`config.mk`:
```
export PLATFORM = sky130hd
export DESIGN_NAME = rom_fetch_master
export DESIGN_NICKNAME = d
export VERILOG_FILES = /design/src/rtl/rom_fetch_master.sv
export SDC_FILE = /design/constraint.sdc
export NUM_CORES = 1
export LEC_CHECK = 0
export BUFFER_PORTS_ARGS = -buffer_cell sky130_fd_sc_hd__buf_4
export CORE_MARGIN = 3
export CORE_UTILIZATION = 50
export CTS_CLUSTER_DIAMETER = 150
export DETAILED_ROUTE_END_ITERATION = 10
export PLACE_DENSITY = 0.74
export RECOVER_POWER = 25
export SKIP_CTS_REPAIR_TIMING = 1
export SYNTH_ARGS = -nofsm -noshare
export SYNTH_HDL_FRONTEND = slang
export SYNTH_SLANG_ARGS = --single-unit
```
`constraint.sdc`:
```
create_clock -name clock -period 1.9 [get_ports clock]
set_input_delay 0.19 -clock clock [delete_from_list [all_inputs] [get_ports clock]]
set_output_delay 0.19 -clock clock [all_outputs]
set_load 0.02 [all_outputs]
```
`src/rtl/rom_fetch_master.sv`:
```
// rom_fetch_master
//   Free-running 8-phase nibble-bus fetch master. Every instruction cycle
//   runs A1..X3 regardless of traffic; a request accepted on the last clock
//   of X3 makes the following cycle an active fetch of one ROM byte.
//
// Ports
//   clock      system clock, rising edge
//   reset      synchronous, active-high reset
//   req_valid  fetch request present (held until accepted)
//   req_addr   12-bit ROM address: [11:8] chip, [7:0] byte
//   req_ready  high on the last clock of X3 only (acceptance point)
//   rsp_valid  one-clock pulse on the first clock of X1 of an active cycle
//   rsp_data   fetched byte {M1 nibble, M2 nibble}, held until next response
//   bus_out    nibble driven onto the shared bus (0 when not driving)
//   bus_oe     drive enable for bus_out (A1..A3 of active cycles)
//   bus_in     sampled bus value
//   sync       high throughout X3
//   cm_rom     ROM chip-select strobe, A3 of active cycles
//
// phase | meaning
// A1    | drive addr[3:0]
// A2    | drive addr[7:4]
// A3    | drive addr[11:8], cm_rom strobe
// M1    | ROM returns high nibble, sampled on last clock
// M2    | ROM returns low nibble, sampled on last clock
// X1    | response pulse on first clock
// X2    | execute, bus idle
// X3    | sync; request accepted on last clock

module rom_fetch_master #(
  parameter int CYCLES_PER_PHASE = 1
) (
  input  logic        clock,
  input  logic        reset,
  input  logic        req_valid,
  input  logic [11:0] req_addr,
  output logic        req_ready,
  output logic        rsp_valid,
  output logic [7:0]  rsp_data,
  output logic [3:0]  bus_out,
  output logic        bus_oe,
  input  logic [3:0]  bus_in,
  output logic        sync,
  output logic        cm_rom
);

  typedef enum logic [2:0] {
    PH_A1, PH_A2, PH_A3, PH_M1, PH_M2, PH_X1, PH_X2, PH_X3
  } phase_t;

  localparam logic [3:0] SUB_LAST = 4'(CYCLES_PER_PHASE - 1);

  phase_t      phase, phase_nxt;
  logic [3:0]  sub, sub_nxt;
  logic        active, active_nxt;
  logic [11:0] addr, addr_nxt;
  logic [3:0]  hi_nib;
  logic        sub_last;
  logic        accept;

  // Next-state view; registered outputs are decoded from it so they line up
  // with the phase they describe instead of lagging by one clock.
  always_comb begin
    sub_last   = (sub == SUB_LAST);
    accept     = req_valid && req_ready;
    phase_nxt  = phase;
    sub_nxt    = sub + 4'd1;
    active_nxt = active;
    addr_nxt   = addr;
    if (sub_last) begin
      sub_nxt   = 4'd0;
      phase_nxt = phase_t'(3'(phase + 3'd1));
      if (phase == PH_X3) begin
        active_nxt = accept;
        if (accept) addr_nxt = req_addr;
      end
    end
  end

  always_ff @(posedge clock) begin
    if (reset) begin
      phase     <= PH_X3;
      sub       <= SUB_LAST;
      active    <= 1'b0;
      addr      <= 12'h000;
      hi_nib    <= 4'h0;
      sync      <= 1'b1;
      req_ready <= 1'b0;
      rsp_valid <= 1'b0;
      rsp_data  <= 8'h00;
      bus_out   <= 4'h0;
      bus_oe    <= 1'b0;
      cm_rom    <= 1'b0;
    end else begin
      phase  <= phase_nxt;
      sub    <= sub_nxt;
      active <= active_nxt;
      addr   <= addr_nxt;

      sync      <= (phase_nxt == PH_X3);
      req_ready <= (phase_nxt == PH_X3) && (sub_nxt == SUB_LAST);
      bus_oe    <= active_nxt && (phase_nxt inside {PH_A1, PH_A2, PH_A3});
      cm_rom    <= active_nxt && (phase_nxt == PH_A3);

      if (active_nxt) begin
        case (phase_nxt)
          PH_A1:   bus_out <= addr_nxt[3:0];
          PH_A2:   bus_out <= addr_nxt[7:4];
          PH_A3:   bus_out <= addr_nxt[11:8];
          default: bus_out <= 4'h0;
        endcase
      end else begin
        bus_out <= 4'h0;
      end

      // High nibble is staged so rsp_data only changes together with
      // rsp_valid and otherwise holds the previous response.
      if (active && sub_last && (phase == PH_M1)) hi_nib <= bus_in;

      rsp_valid <= 1'b0;
      if (active && sub_last && (phase == PH_M2)) begin
        rsp_data  <= {hi_nib, bus_in};
        rsp_valid <= 1'b1;
      end
    end
  end

endmodule

```
; ---- Word level (Yosys, flattened, before mapping)
; Cells that the tools add are included.
[word_totals]
input_bits = 19
elab_cells = 42
output_inout_bits = 17
register_bits = 41
[op_classes]
eq_ne = 6
mux = 9
bitwise_logic = 1
addsub = 2
reduce_logical = 12
[op_table]
columns = operator, n
row1 = $mux W12, 3
row2 = $pmux W4 S3, 1
row3 = $eq A3 B3 Y1 const B, 3
row4 = $logic_not A4 Y1, 2
row5 = $logic_and A1 B1 Y1, 7
row6 = $eq A3 B2 Y1 const B, 2
row7 = $add A4 B1 Y4 const B, 1
row8 = $mux W4, 1
row9 = $add A3 B1 Y3 const B, 1
row10 = $eq A3 B1 Y1 const B, 1
row11 = $logic_not A3 Y1, 1
row12 = $mux W1, 3
row13 = $mux W3, 1
row14 = $reduce_bool A3 Y1, 1
row15 = $reduce_or A2 Y1, 1
row16 = $not A1 Y1, 1

; ---- Logic depth before layout (Yosys ltp)
; Gate-level depths: netlist (run 1).
[logic_depth]
ltp_word = 5
depth_mapped = 8
mapped_depth_nobuf = 6

; ---- Least setup slack after synthesis (run 1)
; Ideal clock, no wire load.
[synth_path]
path_kind = register to register
from = register sub[0]
to = register bus_out[0]
arrival_time_ns = 1.657
slack_ns = 0.123
n_path_buf = 1
setup_time_ns = 0.120
period_less_slack_ns = 1.777
required_time_ns = 1.780
path_stages_with_launch = 8
path_cell_list = dfxtp_1 > inv_1 > ha_1 > nor3b_4 > buf_6 > mux2i_2 > a211oi_1 > o31a_1
[synth_via]
elab_chain_len = 4
word_cells_on_any_way = 10
classes_between = eq/ne: 2 / mux: 4 / bitwise: 1 / reduce/logical: 3
[synth_rtl]
columns = element, line_no
row1 = "start, declared", 54  ; logic [3:0] sub, sub_nxt;
row2 = "start signal, assigned", 96  ; sub <= sub_nxt;
row3 = $logic_not A4 Y1 (*), 64  ; sub_last = (sub == SUB_LAST);
row4 = $mux W3 or $mux W1 (tied branches), 70  ; if (sub_last) begin
row5 = $eq A3 B2 Y1 (tied with other cells), 106  ; case (phase_nxt)
row6 = $pmux W4 S3 or $reduce_or A2 Y1 (tied branches), -
row7 = "end signal, assigned", 107  ; PH_A1: bus_out <= addr_nxt[3:0];
row8 = "end signal, assigned", 108  ; PH_A2: bus_out <= addr_nxt[7:4];
row9 = "end signal, assigned", 109  ; PH_A3: bus_out <= addr_nxt[11:8];
row10 = "end, declared", 40  ; output logic [3:0] bus_out,
; Mark *: on every way between the ends. The rest lies on a longest branch, timed or not.
; A chain may end at the register's enable or synchronous reset.

; ---- Worst setup path in the final report (run 1)
; Ends and elaborated chain as after synthesis.

==> results of run 1 <==
[state kept, by name (all words and copies together), names as in the netlist]
register and cells:
rsp_valid 1, sub 4, bus_out 4, cm_rom 1, active 1, rsp_data 8, hi_nib 4, req_ready 1
sync 1, phase 3, bus_oe 1, addr 12
[how the worst max path moves through the flow]
stage | start | end | slack (ns)
after floorplan | sub[0]$_SDFF_PP0_ | bus_out[0]$_SDFF_PP0_ | 0.12
after global placement | sub[0]$_SDFF_PP0_ | bus_out[2]$_SDFF_PP0_ | -0.01
after detailed placement | sub[0]$_SDFF_PP0_ | bus_out[0]$_SDFF_PP0_ | -0.06
after CTS | sub[0]$_SDFF_PP0_ | bus_out[0]$_SDFF_PP0_ | -0.1
after global routing | phase[0]$_SDFF_PP1_ | bus_out[3]$_SDFF_PP0_ | -0.03
final | sub[0]$_SDFF_PP0_ | bus_out[0]$_SDFF_PP0_ | 0.05
[report_power, final]
| group | total, uW | switching, uW | internal, uW |
|---|---|---|---|
| Combinational | 1090 | 634 | 454 |
| Clock | 409 | 268 | 141 |
| Sequential | 950 | 35.7 | 914 |
| Total | 2450 | 938 | 1510 |
[worst max-delay path, delay by kind of cell, from the launching register on]
family                   cells  cell delay [ns]
AO/OA/AOI/OAI                2             0.41
multiplexers                 1             0.36
flip-flops                   1             0.33
AND/OR/NAND/NOR              1             0.22
buffers and inverters        2             0.21
adder cells (fa/ha/maj)      1             0.20
[kinds of logic after synthesis]
kind of cell	synth area share, %
simple gates	16.7
compound gates	16.8
flops	46.2
buf+inv	4.37
mux	10.2
fa+ha+maj	4.23
xor+xnor	1.48
[stage by stage]
step | hold WS, ns | setup WS, ns | cell area, um2 | total power, uW
2_1_floorplan | 0.334 | 0.123 | 1780 | 1620
3_3_place_gp | 0.432 | -0.0105 | 2130 | 1900
3_5_place_dp | 0.448 | -0.0568 | 2130 | 1930
4_1_cts | 0.0766 | -0.0958 | 2180 | 2340
5_1_grt | 0.0768 | -0.0297 | 2190 | 2600
6_report | 0.0833 | 0.0538 | 2190 | 2450
[placed cells by master, fill, tap and decap left out, types with 6 or more instances in the layout]
master	n
a211oi_1	11
a21oi_1	14
buf_4	33
clkbuf_1	13
dfxtp_1	40
mux2i_1	13
nand2_1	6
nand3_1	14
nor2_1	15
o21ai_1	7
[metal layers]
metal | global-route usage, % | vias to the layer above | routed length [um]
li1 | - | 734 | -
met1 | 24.1 | 700 | 1770
met2 | 30.8 | 57 | 1900
met3 | 6.84 | 10 | 244
met4 | 8.81 | 0 | 70
met5 | 0 | - | 0
[final cells by class]
class / instances / share of cell area [%]
Inverter: 5 / 0.857
Multi-Input combinational cell: 125 / 41.4
Timing Repair Buffer: 47 / 15.2
Clock buffer: 6 / 1.89
Tap cell: 46 / 2.63
Sequential cell: 41 / 37.5
Clock inverter: 2 / 0.457
==> flow_metrics.env, run 1 <==
export IMPL_status="complete, no violations"
export IMPL_slew_headroom_pct=74.6
export IMPL_gr_usage_all_layers_pct=19.6
export IMPL_antenna_found_initial=0
export IMPL_hold_class="input port to flip-flop"
export IMPL_cts_sinks=41
export IMPL_place_congestion=0.840
export IMPL_end_kind="flip-flop"
export IMPL_yosysSeqAreaShare_pct=46.2
export IMPL_holdPathEnd="rsp_data[2]$_SDFFE_PP0P_"
export IMPL_cpPeakStageDelay_ns=0.36
export IMPL_peakVddDrop_mv=0.543
export IMPL_yosysUniqueCellTypes=32
export IMPL_synthArstFlopShare_pct=0
export IMPL_setup_violations=0
export IMPL_p_per_area_nw_per_um2=1120
export IMPL_num_vias=1501
export IMPL_coreArea_um2=3390
export IMPL_drt_wirelength_per_cell_um=14.7
export IMPL_start_util_pct=52.4
export IMPL_yosysMostFrequentCell="dfxtp_1"
export IMPL_layoutNonFillerInstCount=272
export IMPL_fin_crit_sh_pct=97.2
export IMPL_grt_pass1_vias=1442
export IMPL_grt_max_degree=37
export IMPL_drc_errors=0
export IMPL_path_cells="inv_1, ha_2, nor3b_4, buf_12, mux2i_2, a211oi_1, o31a_1"
export IMPL_rows=21
export IMPL_setup_tns_ns=0
export IMPL_netlist_area_leader_share_pct=46.2
export IMPL_drtAntennaViolNets=0
export IMPL_cts_tree="done"
export IMPL_synth_avg_cell_area_um2=9.82
export IMPL_routed_via_density=5.52
export IMPL_min_path_cells=3
export IMPL_syn_area_um2=1780
export IMPL_ys_ff_latch=41
export IMPL_grt_pass1_wl_um=6440
export IMPL_htree_levels=2
export IMPL_syn_nets=206
export IMPL_drv_slew=0
export IMPL_critical_path_required_ns=2.14
export IMPL_multi_input_area_um2=907
export IMPL_startpoint_type="flip-flop"
export IMPL_r2r_start="sub[0]$_SDFF_PP0_"
export IMPL_maxCapViolations=0
export IMPL_regArea_um2=822
export IMPL_synthCells=181
export IMPL_clk_pin_slew_worst_paths_ns=0.12
export IMPL_numCtsBuffers=5
export IMPL_crit_fanout=8
export IMPL_reg2reg_depth=7
export IMPL_rsz0062_at_grt="true"
export IMPL_synth_common_cells="dfxtp_1 (41), nor2_1 (15), a21oi_1 (14), nand3_1 (14), mux2i_1 (13)"
export IMPL_synth_main_ff_cell="dfxtp_1"
export IMPL_clock_skew_ns=0.0148
export IMPL_timing_rr_end="bus_out[0]$_SDFF_PP0_"
export IMPL_power_leakage_uw=0.000853
export IMPL_areaGrowthSynthToFinish_pct=23.2
export IMPL_dpl_hpwl_um=2870
export IMPL_synth_top_cells_by_area="dfxtp_1 (46%), mux2i_1 (7.3%), a211oi_1 (5.1%)"
export IMPL_drtIter0Drc=73
export IMPL_dr_pass1_iters=4
export IMPL_wl_um=3990
export IMPL_cts_root_buf="clkbuf_4"
export IMPL_ios=36
export IMPL_clk_path_buf_depth=2
export IMPL_critPathSlowestCell="mux2i_2"
export IMPL_fillers=296
export IMPL_antenna_cells=0
export IMPL_synth_edf_count=0
export IMPL_portBuffers=35
export IMPL_synth_top_area_cell="dfxtp_1"
export IMPL_nets=250
export IMPL_period_needed_ns=1.85
export IMPL_placed_cells=261
export IMPL_fmax_mhz=542
export IMPL_hold_viol=0
export IMPL_clk_insertion_delay_late_ns=0.35
export IMPL_arrival_ns=2.08
export IMPL_reg2reg_slack_ns=0.05
export IMPL_min_delay_start="bus_in[2]"
export IMPL_chipHeight_um=65.6
export IMPL_fin_util_pct=64.6
export IMPL_drive_gt1_share_pct=23.5
export IMPL_die_x_um=65.6
export IMPL_worst_pin_slew_ns=0.370
export IMPL_yosysWarnings=0
export IMPL_grt_overflow=0
export IMPL_fp_dieArea_um2=4300
export IMPL_criticalPathCategory="flip-flop to flip-flop"
Note: power is estimated with default switching activity, not from simulation.
==> run 2: changes to the inputs <==
--- a/config.mk
+++ b/config.mk
@@ -5,6 +5,7 @@
 export SDC_FILE = /design/constraint.sdc
 export NUM_CORES = 1
 export LEC_CHECK = 0
+export ABC_AREA = 1
 export BUFFER_PORTS_ARGS = -buffer_cell sky130_fd_sc_hd__buf_4
 export CORE_MARGIN = 3
 export CORE_UTILIZATION = 50
==> constraint.sdc (replaced) <==
create_clock -name clock -period 2.3 [get_ports clock]
set_input_delay 0.23 -clock clock [delete_from_list [all_inputs] [get_ports clock]]
set_output_delay 0.23 -clock clock [all_outputs]
set_load 0.02 [all_outputs]
==> run 2 against run 1 <==
Against the previous run:
- total power is 28% lower
- setup slack better by 0.52 ns
- combinational power is 55% lower
- non-clock buffer count is 12 lower
- area after synthesis is 3.2% lower
- hold slack better by 0.045 ns
- sequential power is 18% lower
- largest power group is now registers
- highest routed layer unchanged
==> flow_metrics.env, run 2 <==
export IMPL_status="complete, no violations"
export IMPL_chipHeight_um=64.7
export IMPL_synth_common_cells="nand2_1 (55), dfxtp_1 (41), a21oi_1 (20), inv_1 (20)"
export IMPL_yosysWarnings=0
export IMPL_criticalPathCategory="flip-flop to flip-flop"
export IMPL_syn_nets=243
export IMPL_rsz0062_at_grt="false"
export IMPL_dpl_hpwl_um=2540
export IMPL_r2r_start="sub[0]$_SDFF_PP0_"
export IMPL_syn_area_um2=1720
export IMPL_grt_pass1_vias=1314
export IMPL_coreArea_um2=3180
export IMPL_holdPathEnd="rsp_data[3]$_SDFFE_PP0P_"
export IMPL_p_per_area_nw_per_um2=864
export IMPL_cts_root_buf="clkbuf_4"
export IMPL_final_cell_mix="nand2_1 (55), dfxtp_1 (41), buf_4 (23)"
export IMPL_period_needed_ns=1.72
export IMPL_synth_top_area_cell="dfxtp_1"
export IMPL_synth_top_cells_by_area="dfxtp_1 (48%), nand2_1 (12%), a21oi_1 (5.8%)"
export IMPL_drtAntennaViolNets=0
export IMPL_drive_gt1_share_pct=18.0
export IMPL_fillers=308
export IMPL_fmax_mhz=580
export IMPL_clock_skew_ns=0.00526
export IMPL_num_vias=1471
export IMPL_dr_pass1_iters=4
export IMPL_yosysUniqueCellTypes=21
export IMPL_setup_slack_ns=0.576
export IMPL_crit_fanout=13
export IMPL_timing_rr_end="bus_out[2]$_SDFF_PP0_"
export IMPL_place_ws_ns=0.614
export IMPL_final_common_cell="nand2_1"
export IMPL_grt_pass1_wl_um=5770
export IMPL_htree_levels=2
export IMPL_reg2reg_slack_ns=0.58
export IMPL_synth_avg_cell_area_um2=7.89
export IMPL_portBuffers=35
export IMPL_yosysMostFrequentCell="nand2_1"
export IMPL_cpPeakStageDelay_ns=0.34
export IMPL_top_regs="addr: 12 flops, rsp_data: 8 flops"
export IMPL_gr_usage_all_layers_pct=18.2
export IMPL_clk_pin_slew_worst_paths_ns=0.12
export IMPL_maxCapViolations=0
export IMPL_netlist_area_leader_share_pct=47.7
export IMPL_hold_viol=0
export IMPL_cts_sinks=41
export IMPL_regArea_um2=821
export IMPL_place_congestion=0.825
export IMPL_critPathTopFamily="simple AND/OR/NAND/NOR gates"
export IMPL_path_cells="inv_1, ha_1, nand2_4, nor2_8, nand2_4, nand2_1, inv_1, nor2_4, nand2_1, inv_1"
export IMPL_antenna_found_initial=0
export IMPL_yosysSeqAreaShare_pct=47.7
export IMPL_grt_max_degree=22
export IMPL_reg2reg_depth=10
export IMPL_worst_path_buf_inv=3
export IMPL_drt_wirelength_per_cell_um=11.6
export IMPL_clk_path_buf_depth=2
export IMPL_routed_via_density=4.90
export IMPL_grt_overflow=0
export IMPL_cp_common_cell="inv_1"
export IMPL_antenna_cells=0
export IMPL_drtIter0Drc=73
export IMPL_nets=280
export IMPL_power_leakage_uw=0.000994
export IMPL_critPathSlowestCell="dfxtp_1"
export IMPL_largest_register_ffs=12
export IMPL_worst_pin_slew_ns=0.384
export IMPL_hold_class="input port to flip-flop"
export IMPL_arrival_ns=2.04
export IMPL_cts_tree="done"
export IMPL_ios=36
export IMPL_min_path_cells=3
export IMPL_synth_main_ff_cell="dfxtp_1"
export IMPL_areaGrowthSynthToFinish_pct=19.1
export IMPL_multi_input_area_um2=787
export IMPL_wl_um=3490
export IMPL_ys_ff_latch=41
export IMPL_setup_tns_ns=0
export IMPL_slew_headroom_pct=74.2
export IMPL_numCtsBuffers=5
export IMPL_fin_crit_sh_pct=75.0
export IMPL_end_kind="flip-flop"
export IMPL_min_delay_start="bus_in[3]"
export IMPL_fp_dieArea_um2=4180
export IMPL_synth_edf_count=0
export IMPL_setup_violations=0
export IMPL_synthArstFlopShare_pct=0
export IMPL_critical_path_required_ns=2.61
export IMPL_peakVddDrop_mv=0.443
export IMPL_drc_errors=0
export IMPL_clk_insertion_delay_late_ns=0.36
export IMPL_die_x_um=64.7
export IMPL_fin_util_pct=64.4
export IMPL_startpoint_type="flip-flop"
export IMPL_drv_slew=0
export IMPL_rows=20
export IMPL_synthCells=218
export IMPL_start_util_pct=54.1
export IMPL_largest_register="addr"
## run 2: changes by cell type in the layout (fill, tap and decap cells not counted), moves of 10 or more
cell / previous run / this run
mux2i_1: 13 / 0
nand2_1: 6 / 55
buf_4: 33 / 23
inv_1: 5 / 20
a211oi_1: 11 / 0
## run 2: worst max path at each step
stage | start | end | slack, ns | cells past startpoint
global route | sub[0]$_SDFF_PP0_ | bus_out[3]$_SDFF_PP0_ | 0.36 | 11
detailed placement | sub[0]$_SDFF_PP0_ | bus_out[3]$_SDFF_PP0_ | 0.61 | 11
CTS | sub[0]$_SDFF_PP0_ | bus_oe$_SDFF_PP0_ | 0.55 | 8
floorplan | phase[0]$_SDFF_PP1_ | bus_out[1]$_SDFF_PP0_ | 0.79 | 12
finish | sub[0]$_SDFF_PP0_ | bus_out[2]$_SDFF_PP0_ | 0.58 | 10
global placement | phase[0]$_SDFF_PP1_ | bus_out[0]$_SDFF_PP0_ | 0.60 | 10
## run 2: cell type report
type,instances,area share (%)
clock buffers,6,2.50
clock inverters,2,1.83
multi-input cells,151,38.4
flip-flops and latches,41,40.1
repair buffers,35,10.6
inverters,21,3.85
well taps,44,2.69
## run 2: per-stage QoR
stage / hold slack [ns] / power (uW) / cell area [um2] / cells
floorplan: 0.309 / 1160 / 1720 / 218
global placement: 0.444 / 1290 / 2000 / 292
detailed placement: 0.447 / 1290 / 2000 / 292
CTS: 0.119 / 1790 / 2090 / 300
global route: 0.130 / 1880 / 2050 / 300
finish: 0.128 / 1770 / 2050 / 300
## run 2: where the power goes
| part | total [uW] | leakage (uW) | switching, uW | internal (uW) |
|---|---|---|---|---|
| Clock | 501 | 0.0000445 | 243 | 258 |
| Combinational | 489 | 0.000618 | 330 | 160 |
| Sequential | 779 | 0.000332 | 27.4 | 752 |
## run 2: cell families after synthesis
logic type	count (synthesis)	synth area share (%)
buf+inv	26	6.54
flops	41	47.7
xor+xnor	2	1.02
compound gates	33	9.60
simple gates	110	30.8
fa+ha+maj	6	4.36
## run 2: worst register-to-register path, stage by stage (launching register included)
cell,delay [ns]
dfxtp_1,0.34
inv_1,0.08
ha_1,0.28
nand2_4,0.15
nor2_8,0.19
nand2_4,0.18
nand2_1,0.11
inv_1,0.09
nor2_4,0.14
nand2_1,0.07
inv_1,0.04
## run 2: routing by layer
metal	global-route usage, %	vias to the layer above	share of wire (%)
met3	4.16	6	4.1
met4	8.71	0	1.6
li1	-	774	-
met2	26.8	24	45
met1	24.9	667	49
met5	0	-	0
